<file path="src/rtl/layer_sequencer_if.sv">
// Host/config, Issue and writeback-drain signals of the layer sequencer.
// master = environment side, slave = sequencer side.
interface layer_sequencer_if #(
  parameter int num_layers = 8
);
  localparam int LW = (num_layers > 1) ? $clog2(num_layers) : 1;

  logic [LW-1:0] cfg_write_addr;
  logic [21:0]   cfg_write_data;
  logic          cfg_write_en;
  logic [LW:0]   layer_count;
  logic          start;
  logic [7:0]    issue_image_dim;
  logic [8:0]    issue_image_depth;
  logic [1:0]    issue_filter_halfsize;
  logic [2:0]    issue_filter_stride;
  logic          issue_rst;
  logic          issue_done;
  logic          drain_req;
  logic          drain_ack;
  logic [LW-1:0] current_layer;
  logic          busy;
  logic          done;

  modport master (
    output cfg_write_addr, cfg_write_data, cfg_write_en,
    output layer_count, start, issue_done, drain_ack,
    input  issue_image_dim, issue_image_depth,
    input  issue_filter_halfsize, issue_filter_stride,
    input  issue_rst, drain_req, current_layer, busy, done
  );

  modport slave (
    input  cfg_write_addr, cfg_write_data, cfg_write_en,
    input  layer_count, start, issue_done, drain_ack,
    output issue_image_dim, issue_image_depth,
    output issue_filter_halfsize, issue_filter_stride,
    output issue_rst, drain_req, current_layer, busy, done
  );
endinterface

</file>
<file path="src/rtl/layer_sequencer.sv">
// Steps the Issue unit through a programmed descriptor table,
// one layer at a time: load config, release Issue, wait, drain.
module layer_sequencer #(
  parameter int num_layers = 8
) (
  input logic              clk,
  input logic              rst,
  layer_sequencer_if.slave bus
);

  localparam int LW = (num_layers > 1) ? $clog2(num_layers) : 1;
  localparam logic [LW:0] NL  = (LW+1)'(num_layers);
  localparam logic [LW:0] ONE = (LW+1)'(1);

  localparam logic [2:0] S_IDLE  = 3'd0;
  localparam logic [2:0] S_LOAD  = 3'd1;
  localparam logic [2:0] S_ARM   = 3'd2;
  localparam logic [2:0] S_RUN   = 3'd3;
  localparam logic [2:0] S_DRAIN = 3'd4;

  logic [21:0] tbl_q [num_layers];

  logic [2:0]    state_q, state_d;
  logic [LW:0]   count_q, count_d;
  logic [LW-1:0] layer_q, layer_d;
  logic [21:0]   cfg_q, cfg_d;
  logic          irst_q, irst_d;
  logic          dreq_q, dreq_d;
  logic          busy_q, busy_d;
  logic          done_q, done_d;

  logic [LW:0] lc_sat;
  logic        last_layer;

  assign lc_sat = (bus.layer_count > NL) ? NL : bus.layer_count;
  assign last_layer = ({1'b0, layer_q} == (count_q - ONE));

  // No reset: descriptors survive a sequencer reset.
  always_ff @(posedge clk) begin
    if (bus.cfg_write_en) begin
      tbl_q[bus.cfg_write_addr] <= bus.cfg_write_data;
    end
  end

  always_comb begin
    state_d = state_q;
    count_d = count_q;
    layer_d = layer_q;
    cfg_d   = cfg_q;
    irst_d  = irst_q;
    dreq_d  = dreq_q;
    done_d  = 1'b0;
    unique case (1'b1)
      (state_q == S_IDLE): begin
        if (bus.start) begin
          count_d = lc_sat;
          if (lc_sat == '0) begin
            done_d = 1'b1;
          end else begin
            layer_d = '0;
            state_d = S_LOAD;
          end
        end
      end
      (state_q == S_LOAD): begin
        cfg_d   = tbl_q[layer_q];
        state_d = S_ARM;
      end
      (state_q == S_ARM): begin
        irst_d  = 1'b0;
        state_d = S_RUN;
      end
      (state_q == S_RUN): begin
        if (bus.issue_done) begin
          irst_d  = 1'b1;
          dreq_d  = 1'b1;
          state_d = S_DRAIN;
        end
      end
      (state_q == S_DRAIN): begin
        if (bus.drain_ack) begin
          dreq_d = 1'b0;
          if (last_layer) begin
            done_d  = 1'b1;
            state_d = S_IDLE;
          end else begin
            layer_d = layer_q + LW'(1);
            state_d = S_LOAD;
          end
        end
      end
      default: begin
        irst_d  = 1'b1;
        dreq_d  = 1'b0;
        state_d = S_IDLE;
      end
    endcase
    busy_d = (state_d != S_IDLE);
  end

  always_ff @(posedge clk) begin
    if (rst) begin
      state_q <= S_IDLE;
      count_q <= '0;
      layer_q <= '0;
      cfg_q   <= '0;
      irst_q  <= 1'b1;
      dreq_q  <= 1'b0;
      busy_q  <= 1'b0;
      done_q  <= 1'b0;
    end else begin
      state_q <= state_d;
      count_q <= count_d;
      layer_q <= layer_d;
      cfg_q   <= cfg_d;
      irst_q  <= irst_d;
      dreq_q  <= dreq_d;
      busy_q  <= busy_d;
      done_q  <= done_d;
    end
  end

  assign bus.issue_image_dim       = cfg_q[21:14];
  assign bus.issue_image_depth     = cfg_q[13:5];
  assign bus.issue_filter_halfsize = cfg_q[4:3];
  assign bus.issue_filter_stride   = cfg_q[2:0];
  assign bus.issue_rst             = irst_q;
  assign bus.drain_req             = dreq_q;
  assign bus.current_layer         = layer_q;
  assign bus.busy                  = busy_q;
  assign bus.done                  = done_q;

endmodule

</file>
<file path="src/flat_wrapper.sv">
// flat-port wrapper written by rule: the top's interface ports become plain ports
module layer_sequencer_flat 
#(
  parameter int num_layers = 8
)
  (clk, rst, bus_cfg_write_addr, bus_cfg_write_data, bus_cfg_write_en, bus_layer_count, bus_start, bus_issue_done, bus_drain_ack, bus_issue_image_dim, bus_issue_image_depth, bus_issue_filter_halfsize, bus_issue_filter_stride, bus_issue_rst, bus_drain_req, bus_current_layer, bus_busy, bus_done);
  layer_sequencer_if #(.num_layers(num_layers)) bus_i ();
  input logic clk;
  input logic rst;
  input wire logic [$bits(bus_i.cfg_write_addr)-1:0] bus_cfg_write_addr;
  input wire logic [$bits(bus_i.cfg_write_data)-1:0] bus_cfg_write_data;
  input wire logic [$bits(bus_i.cfg_write_en)-1:0] bus_cfg_write_en;
  input wire logic [$bits(bus_i.layer_count)-1:0] bus_layer_count;
  input wire logic [$bits(bus_i.start)-1:0] bus_start;
  input wire logic [$bits(bus_i.issue_done)-1:0] bus_issue_done;
  input wire logic [$bits(bus_i.drain_ack)-1:0] bus_drain_ack;
  output wire logic [$bits(bus_i.issue_image_dim)-1:0] bus_issue_image_dim;
  output wire logic [$bits(bus_i.issue_image_depth)-1:0] bus_issue_image_depth;
  output wire logic [$bits(bus_i.issue_filter_halfsize)-1:0] bus_issue_filter_halfsize;
  output wire logic [$bits(bus_i.issue_filter_stride)-1:0] bus_issue_filter_stride;
  output wire logic [$bits(bus_i.issue_rst)-1:0] bus_issue_rst;
  output wire logic [$bits(bus_i.drain_req)-1:0] bus_drain_req;
  output wire logic [$bits(bus_i.current_layer)-1:0] bus_current_layer;
  output wire logic [$bits(bus_i.busy)-1:0] bus_busy;
  output wire logic [$bits(bus_i.done)-1:0] bus_done;
  assign bus_i.cfg_write_addr = bus_cfg_write_addr;
  assign bus_i.cfg_write_data = bus_cfg_write_data;
  assign bus_i.cfg_write_en = bus_cfg_write_en;
  assign bus_i.layer_count = bus_layer_count;
  assign bus_i.start = bus_start;
  assign bus_i.issue_done = bus_issue_done;
  assign bus_i.drain_ack = bus_drain_ack;
  assign bus_issue_image_dim = bus_i.issue_image_dim;
  assign bus_issue_image_depth = bus_i.issue_image_depth;
  assign bus_issue_filter_halfsize = bus_i.issue_filter_halfsize;
  assign bus_issue_filter_stride = bus_i.issue_filter_stride;
  assign bus_issue_rst = bus_i.issue_rst;
  assign bus_drain_req = bus_i.drain_req;
  assign bus_current_layer = bus_i.current_layer;
  assign bus_busy = bus_i.busy;
  assign bus_done = bus_i.done;
  layer_sequencer #(.num_layers(num_layers)) u_core (.clk(clk), .rst(rst), .bus(bus_i));
endmodule
</file>
<file path="config.mk">
export PLATFORM = sky130hd
export DESIGN_NAME = layer_sequencer_flat
export DESIGN_NICKNAME = d
export VERILOG_FILES = /design/src/rtl/layer_sequencer_if.sv /design/src/rtl/layer_sequencer.sv /design/src/flat_wrapper.sv
export SDC_FILE = /design/constraint.sdc
export NUM_CORES = 1
export LEC_CHECK = 0
export ABC_CLOCK_PERIOD_IN_PS = 5700
export CORE_MARGIN = 1.5
export CORE_UTILIZATION = 43
export DETAILED_ROUTE_END_ITERATION = 8
export GPL_ROUTABILITY_DRIVEN = 0
export SLEW_MARGIN = 20
export SYNTH_ARGS = -nofsm -noshare
export SYNTH_HDL_FRONTEND = slang
export SYNTH_SLANG_ARGS = --single-unit
</file>
<file path="constraint.sdc">
create_clock -name clk -period 5.7 [get_ports clk]
set_input_delay 0.57 -clock clk [delete_from_list [all_inputs] [get_ports clk]]
set_output_delay 0.57 -clock clk [all_outputs]
set_load 0.02 [all_outputs]
</file>
==> results of run 1 <==
==> sequential cells by signal (all words and copies together), names as in the netlist <==
register / count
u_core.bus.issue_rst: 1
u_core.tbl_q: 176
u_core.bus.current_layer: 3
u_core.cfg_q: 22
u_core.count_q: 4
u_core.bus.busy: 1
u_core.state_q: 3
u_core.bus.done: 1
u_core.bus.drain_req: 1
==> worst min-delay path: stages, from the launching register on <==
cell and delay (ps):
dfxtp_1 310, nand2_1 50, a21oi_1 60
==> kinds of logic (layout without fill, tap and decap cells) <==
family / count (synthesis) / after routing / synth area share, %
flops: 212 / 212 / 73.4
simple gates: 69 / 69 / 4.47
buf+inv: 28 / 122 / 2.14
fa+ha+maj: 2 / 2 / 0.306
mux: 70 / 70 / 15.3
compound gates: 43 / 43 / 3.64
xor+xnor: 4 / 4 / 0.704
==> layer usage <==
metal	wire length, um	global-route usage (%)	vias up
met5	0	0	-
met1	6710	21.0	2071
li1	-	-	1878
met2	7640	27.2	93
met4	320	4.82	0
met3	581	2.51	26
==> area by class of cell <==
class | instances | share of cell area [%]
flip-flops and latches | 212 | 61.2
well taps | 234 | 2.98
multi-input cells | 188 | 20.6
clock inverters | 13 | 1.21
repair buffers | 75 | 7.33
clock buffers | 30 | 6.56
inverters | 4 | 0.153
==> through the flow <==
step	area [sq um]	setup WS, ps	power [mW]	instances	util [%]
final	9830	2850	3.58	756	52.5
after global routing	9830	2670	3.72	756	52.5
after CTS	9830	2770	3.63	756	52.5
after detailed placement	9060	3290	2.15	713	48.4
after global placement	9060	3270	2.14	713	48.4
after floorplan	8180	2990	2.02	428	-
==> cell usage in the layout, fill, tap and decap left out, types with 3 or more instances in the layout <==
master and count:
edfxtp_1 176, clkdlybuf4s50_1 63, mux4_2 44, dfxtp_1 34
mux2i_1 25, nor2_1 25, clkbuf_16 25, a211oi_1 23
nand2_1 13, buf_4 12, a21oi_1 11, nand2b_1 7
nor2_2 6, clkbuf_1 5, inv_1 4, clkinv_2 4
clkinv_1 4, nand3b_1 3
==> path summary, 6_finish.rpt <==
kind	endpoint	slack, ps	depth (start not counted)
setup / recovery	bus_current_layer[0]	2850	1
hold / removal	u_core.bus.drain_req$_SDFFE_PP0P_	460	2
setup reg to reg	u_core.cfg_q[9]$_SDFFE_PP0N_	3600	3
hold reg to reg	u_core.bus.drain_req$_SDFFE_PP0P_	460	2
==> synth_stat cells (all sizes together), types with 3 or more instances <==
library cell / instances / area [sq um]
clkbuf: 6 / 22.5
inv: 4 / 15.0
nand2: 13 / 48.8
nor3: 4 / 31.3
edfxtp: 176 / 5290
xnor2: 3 / 33.8
mux2i: 25 / 250
nand2b: 7 / 43.8
buf: 18 / 138
dfxtp: 36 / 721
nand3b: 3 / 22.5
mux4: 44 / 991
a21oi: 12 / 63.8
a211oi: 24 / 185
nor2: 31 / 116
==> where the power goes <==
part	total (mW)	switching, mW	leakage [nW]	internal (mW)
registers	1.80	0.0504	1.90	1.75
logic	0.307	0.148	0.791	0.160
clock network	1.47	0.583	0.369	0.890
==> metrics.cfg, run 1 <==
[clocking]
clkTransAtPathRegs_ps=60
post_cts_resized=0
postCtsSetupBuffers=0
clk_latency_ps=500
hold_buffers=0
cts_buffers=24
cts.sinks=212
cts-root-buf=clkbuf_16
h-tree-depth=1
clockBufferDepth=3
cts_tree=done

[timing]
fin_skew_ps=8.29
fin_crit_ps=2850
tightest_slew_ps=990
max_freq_ghz=0.351
rsz0062_at_grt=no
setup_violations=0
slew_viol_final=0
relSlewSlack_pct=34.0
period_share_pct=50.0
finalSetupTns_ps=0
whs_ps=464
hold_violations=0

[finish]
multiInputGateArea_sq_um=2020
seqCellArea_sq_um=6010
layout-drive-gt1-share_pct=21.1
fillers=1496
antennaDiodeCount=0
nNetsFinal=542
area_delta_synth_final_pct=20.1

[route]
dr.pass1.iters=4
vias=4068
wl_per_cell_um=20.2
drt_iter0_drc=257
drc=0
antenna_left=0
routed_wirelength_mm=15.3
vias_per_cell=5.38

[critical_path]
crit_family=flip-flops
r2r_start=u_core.bus.current_layer[0]$_SDFFE_PP0P_
cp_num_buf_inv=1
worstPathCellList=clkdlybuf4s50_1
setup.worst_path.start=u_core.bus.current_layer[0]$_SDFFE_PP0P_
cp_max_fo=49
critical_path_arrival_ps=2280
required_ps=5130
critical_path_class=reg2out
end_kind=output pin
start_kind=register
slowest_stage=dfxtp_4
cpPeakStageDelay_ps=990

[die]
rows=50
ios=64
die_y_um=141
die_x_um=141
coreArea_sq_um=18700
die_area_sq_um=19900
start_util_pct=43.7

[logic_synthesis]
yosysSeqAreaShare_pct=73.4
syn-num-nets=465
synthFlopType=edfxtp_1
syn_area_sq_um=8180
ys_types=42
synthCells=428
syn_area_per_cell_sq_um=19.1
async_flop_share_pct=0
ys_warn_count=0
synth-edff-count=176
synth_seq_cells=212

[grt]
gr-total-overflow=0
grt_pass1_vias=4337
grt.total_usage_pct=15.9
grt_pass1_wl_mm=23.8
grt_max_degree=50
antenna_found_initial=0

[worst_hold_path]
min_path_type=reg2reg
hold_start=u_core.bus.drain_req$_SDFFE_PP0P_

[place]
io_buffers=63
dp_hpwl_mm=8.44

[job]
cap_violations=0

[pwr]
power.leakage_nw=3.06
ir_drop_v=0.000210
p_per_area_nw_per_um2=364

[status]
status=finished clean

Power figures use the tool's default switching activity.
==> inputs of run 2 (changes only) <==
- ABC_CLOCK_PERIOD_IN_PS: 5700 -> 2720
- clock period: 5.7 -> 2.72 ns (I/O delays scaled with it)
==> run 2 against run 1 <==
Sequential cell count unchanged. Clock power is 100% higher. Core utilization rose by 0.19 points. Worst setup slack got worse by 2400 ps. Wire length increased by 2.2%. Critical endpoint is now bus_current_layer[2]. Largest power group unchanged.
==> metrics.cfg, run 2 (synthesis gave the netlist of run 1 again) <==
[clocking]
hold_buffers=0
cts.sinks=212
clk_latency_ps=500
clkTransAtPathRegs_ps=60
cts-root-buf=clkbuf_16
cts_tree=done
clockBufferDepth=3
postCtsSetupBuffers=0
cts_buffers=22
h-tree-depth=1
post_cts_resized=0

[worst_hold_path]
hold_start=bus_layer_count[0]
min_path_type=in2reg

[route]
vias_per_cell=5.44
antenna_left=0
vias=4138
drt_iter0_drc=173
dr.pass1.iters=4
wl_per_cell_um=20.5
routed_wirelength_mm=15.6
drc=0

[timing]
fin_crit_ps=2270
finalSetupTns_ps=0
period_share_pct=83.5
slew_viol_final=0
fin_skew_ps=9.64
whs_ps=409
max_freq_ghz=0.440
setup_violations=0
tightest_slew_ps=573
relSlewSlack_pct=61.8
finalWorstSetupSlack_ps=448
rsz0062_at_grt=no
hold_violations=0

[critical_path]
required_ps=2450
cp_max_fo=25
cpPeakStageDelay_ps=710
worstPathCellList=buf_4 > clkdlybuf4s50_1
critical_path_arrival_ps=2000
setup.worst_path.start=u_core.bus.current_layer[2]$_SDFFE_PP0P_
slowest_stage=clkdlybuf4s50_1
end_kind=output pin
critical_path_class=reg2out
start_kind=register
r2r_start=u_core.bus.current_layer[1]$_SDFFE_PP0P_

[place]
io_buffers=63
dp_hpwl_mm=9.24
dp.cells=721
placed_area_sq_um=9140
pre_cts_ws_ps=786

[die]
die_area_sq_um=19900
rows=50
die_x_um=141
coreArea_sq_um=18700
start_util_pct=43.7
die_y_um=141
ios=64

[grt]
grt_max_degree=26
use_met1_pct=22.5
grt.busiest_layer=met2
gr-usage-met3_pct=3.06
gr-total-overflow=0
grt_use_met2_pct=26.9
antenna_found_initial=0
grt_pass1_wl_mm=24.4
grt_pass1_vias=4264
grt.total_usage_pct=16.3

[pwr]
ir_drop_v=0.000378
p_per_area_nw_per_um2=748
power.leakage_nw=3.09
power_mw=7.37

[finish]
instances_no_fill=761
top_regs=u_core.tbl_q x176, u_core.cfg_q x22, u_core.count_q x4
largest_reg_flops=176
final_common_cell=edfxtp_1
regMostFlops=u_core.tbl_q
design_area_sq_um=9860
layout-drive-gt1-share_pct=22.0
antennaDiodeCount=0
area_delta_synth_final_pct=20.6
nNetsFinal=548
mostFrequentLayoutCells=edfxtp_1 (176), clkdlybuf4s50_1 (63), mux4_2 (44), dfxtp_1 (34)
final_util_pct=52.7

[status]
status=finished clean

[job]
cap_violations=0

==> run 2: area by class of cell <==
cell class	count	area (sq um)
fillers	1456	8840
flip-flops and latches	212	6010
multi-input cells	188	2020
repair buffers	83	793
clock buffers	36	674
well taps	234	293
clock inverters	4	52.6
inverters	4	15.0
==> run 2: metal layers <==
metal | vias up | share of wire [%]
met4 | 0 | 1.4
met3 | 18 | 5.3
met2 | 100 | 49
li1 | 1891 | -
met5 | - | 0
met1 | 2129 | 44
==> run 2: worst max-delay path: cells and delay by family (launching register included) <==
kind                   cells  cell delay, ps
DFF                        1             340
buffers and inverters      2            1150
==> run 2: final timing paths <==
check                                           end  slack, ps  cells after the start
hold / removal       u_core.count_q[0]$_SDFFE_PP0P_        410                      3
setup reg to reg      u_core.cfg_q[11]$_SDFFE_PP0N_        870                      4
hold reg to reg   u_core.bus.drain_req$_SDFFE_PP0P_        470                      2
setup / recovery               bus_current_layer[2]        450                      2
==> run 2: power breakdown <==
part	switching, mW	internal [mW]
clock network	1.15	1.79
logic	0.340	0.348
registers	0.0853	3.66
==> inputs of run 3 (changes only) <==
- ABC_CLOCK_PERIOD_IN_PS: 2720 -> 2009
- clock period: 2.72 -> 2.01 ns (I/O delays scaled with it)
==> run 3 against run 2 <==
Via count fell by 0.58%. Global-route usage hardly changed. Die area stayed put. Largest cell class unchanged. Sequential power is 35% higher. Highest routed layer unchanged. Critical endpoint is now bus_current_layer[0].
==> metrics.cfg, run 3 (synthesis gave the netlist of run 1 again) <==
[timing]
finalSetupTns_ps=0
fin_crit_ps=1770
period_share_pct=88.0
slew_viol_final=0
relSlewSlack_pct=65.3
max_freq_ghz=0.565
fin_skew_ps=6.20
hold_violations=0
rsz0062_at_grt=no
setup_violations=0
tightest_slew_ps=520

[die]
start_util_pct=43.7
coreArea_sq_um=18700
ios=64
die_x_um=141
die_area_sq_um=19900
rows=50
die_y_um=141

[pwr]
power.leakage_nw=3.13
p_per_area_nw_per_um2=1010
ir_drop_v=0.000694

[route]
antenna_left=0
wl_per_cell_um=20.5
drt_iter0_drc=271
vias=4114
drc=0
vias_per_cell=5.41
dr.pass1.iters=4
routed_wirelength_mm=15.6

[finish]
layout-drive-gt1-share_pct=23.0
fillers=1473
top_regs=u_core.tbl_q x176, u_core.cfg_q x22, u_core.count_q x4
design_area_sq_um=10000
nNetsFinal=548
largest_reg_flops=176
area_delta_synth_final_pct=22.7
regMostFlops=u_core.tbl_q
final_common_cell=edfxtp_1
antennaDiodeCount=0
mostFrequentLayoutCells=edfxtp_1 (176), clkdlybuf4s50_1 (62), mux4_2 (44), dfxtp_1 (34)

[clocking]
cts_tree=done
cts-root-buf=clkbuf_16
cts.sinks=212
clockBufferDepth=3
postCtsSetupBuffers=0
clk_latency_ps=490
h-tree-depth=1
clkTransAtPathRegs_ps=60
cts_buffers=23

[grt]
grt_pass1_vias=4242
grt.total_usage_pct=16.4
gr-total-overflow=0
antenna_found_initial=0
grt_pass1_wl_mm=24.5
grt_max_degree=47

[critical_path]
required_ps=1810
cp_max_fo=17
start_kind=register
end_kind=output pin
critical_path_arrival_ps=1570
critical_path_class=reg2out

[worst_hold_path]
min_path_type=in2reg

[status]
status=finished clean

[place]
placed_area_sq_um=9280
dp_hpwl_mm=8.88
io_buffers=63

[job]
cap_violations=0

[run 3: changes by cell type in the layout (fill, tap and decap cells not counted), sizes merged]
cell           change
bufinv             +1
clkinv             +4
clkbuf             -7
buf                -1
dlygate4sd2        +1
clkdlybuf4s50      -1
inv                -1
clkinvlp           +4
[run 3: critical path, cell delays in order (launching register included)]
cell	delay [ps]
dfxtp_4	480
buf_12	230
dlygate4sd2_1	360
[run 3: worst paths after layout]
path | start | end | slack (ps) | depth (start not counted)
hold / removal | bus_layer_count[2] | u_core.count_q[2]$_SDFFE_PP0P_ | 350 | 3
hold reg to reg | u_core.bus.drain_req$_SDFFE_PP0P_ | u_core.bus.drain_req$_SDFFE_PP0P_ | 470 | 2
setup reg to reg | u_core.count_q[0]$_SDFFE_PP0P_ | u_core.bus.current_layer[0]$_SDFFE_PP0P_ | 270 | 6
setup / recovery | u_core.bus.current_layer[0]$_SDFFE_PP0P_ | bus_current_layer[0] | 240 | 2
[run 3: power breakdown]
part           total, mW  switching, mW  internal [mW]  leakage (nW)
registers           5.05         0.0935           4.95          1.90
clock network       4.14           1.64           2.51         0.365
logic              0.983          0.482          0.501         0.872
total               10.2           2.21           7.96          3.13
[run 3: stage by stage]
stage / setup WS, ps / instances / total power [mW] / hold slack (ps) / utilization, %
2_1_floorplan: 253 / 428 / 5.73 / 300 / -
3_5_place_dp: 139 / 720 / 6.15 / 469 / 49.6
5_1_grt: 133 / 761 / 10.5 / 354 / 53.7
6_report: 240 / 761 / 10.2 / 346 / 53.7
4_1_cts: 205 / 761 / 10.3 / 332 / 53.7
3_3_place_gp: 162 / 720 / 6.13 / 452 / 49.6
[run 3: per-layer routing]
layer	track usage, %	vias up	share of wire, %
li1	-	1897	-
met1	21.7	2123	44
met2	28.4	73	51
met3	2.58	21	3.1
met4	4.22	0	1.7
met5	0	-	0
[run 3: final cells by class]
class / count / area, sq um / area share, %
multi-input combinational: 188 / 2040 / 20.3
clock buffer: 29 / 638 / 6.36
sequential: 212 / 6010 / 59.9
timing repair buffer: 82 / 922 / 9.19
inverter: 4 / 15.0 / 0.150
tap: 234 / 293 / 2.92
clock inverter: 12 / 123 / 1.22
[run 3: timing repair]
| action | in CTS | in global routing |
|---|---|---|
| hold buffers | 0 | 0 |
| gates resized for setup | 1 | 0 |
| endpoints found under the setup margin | 1 | 0 |
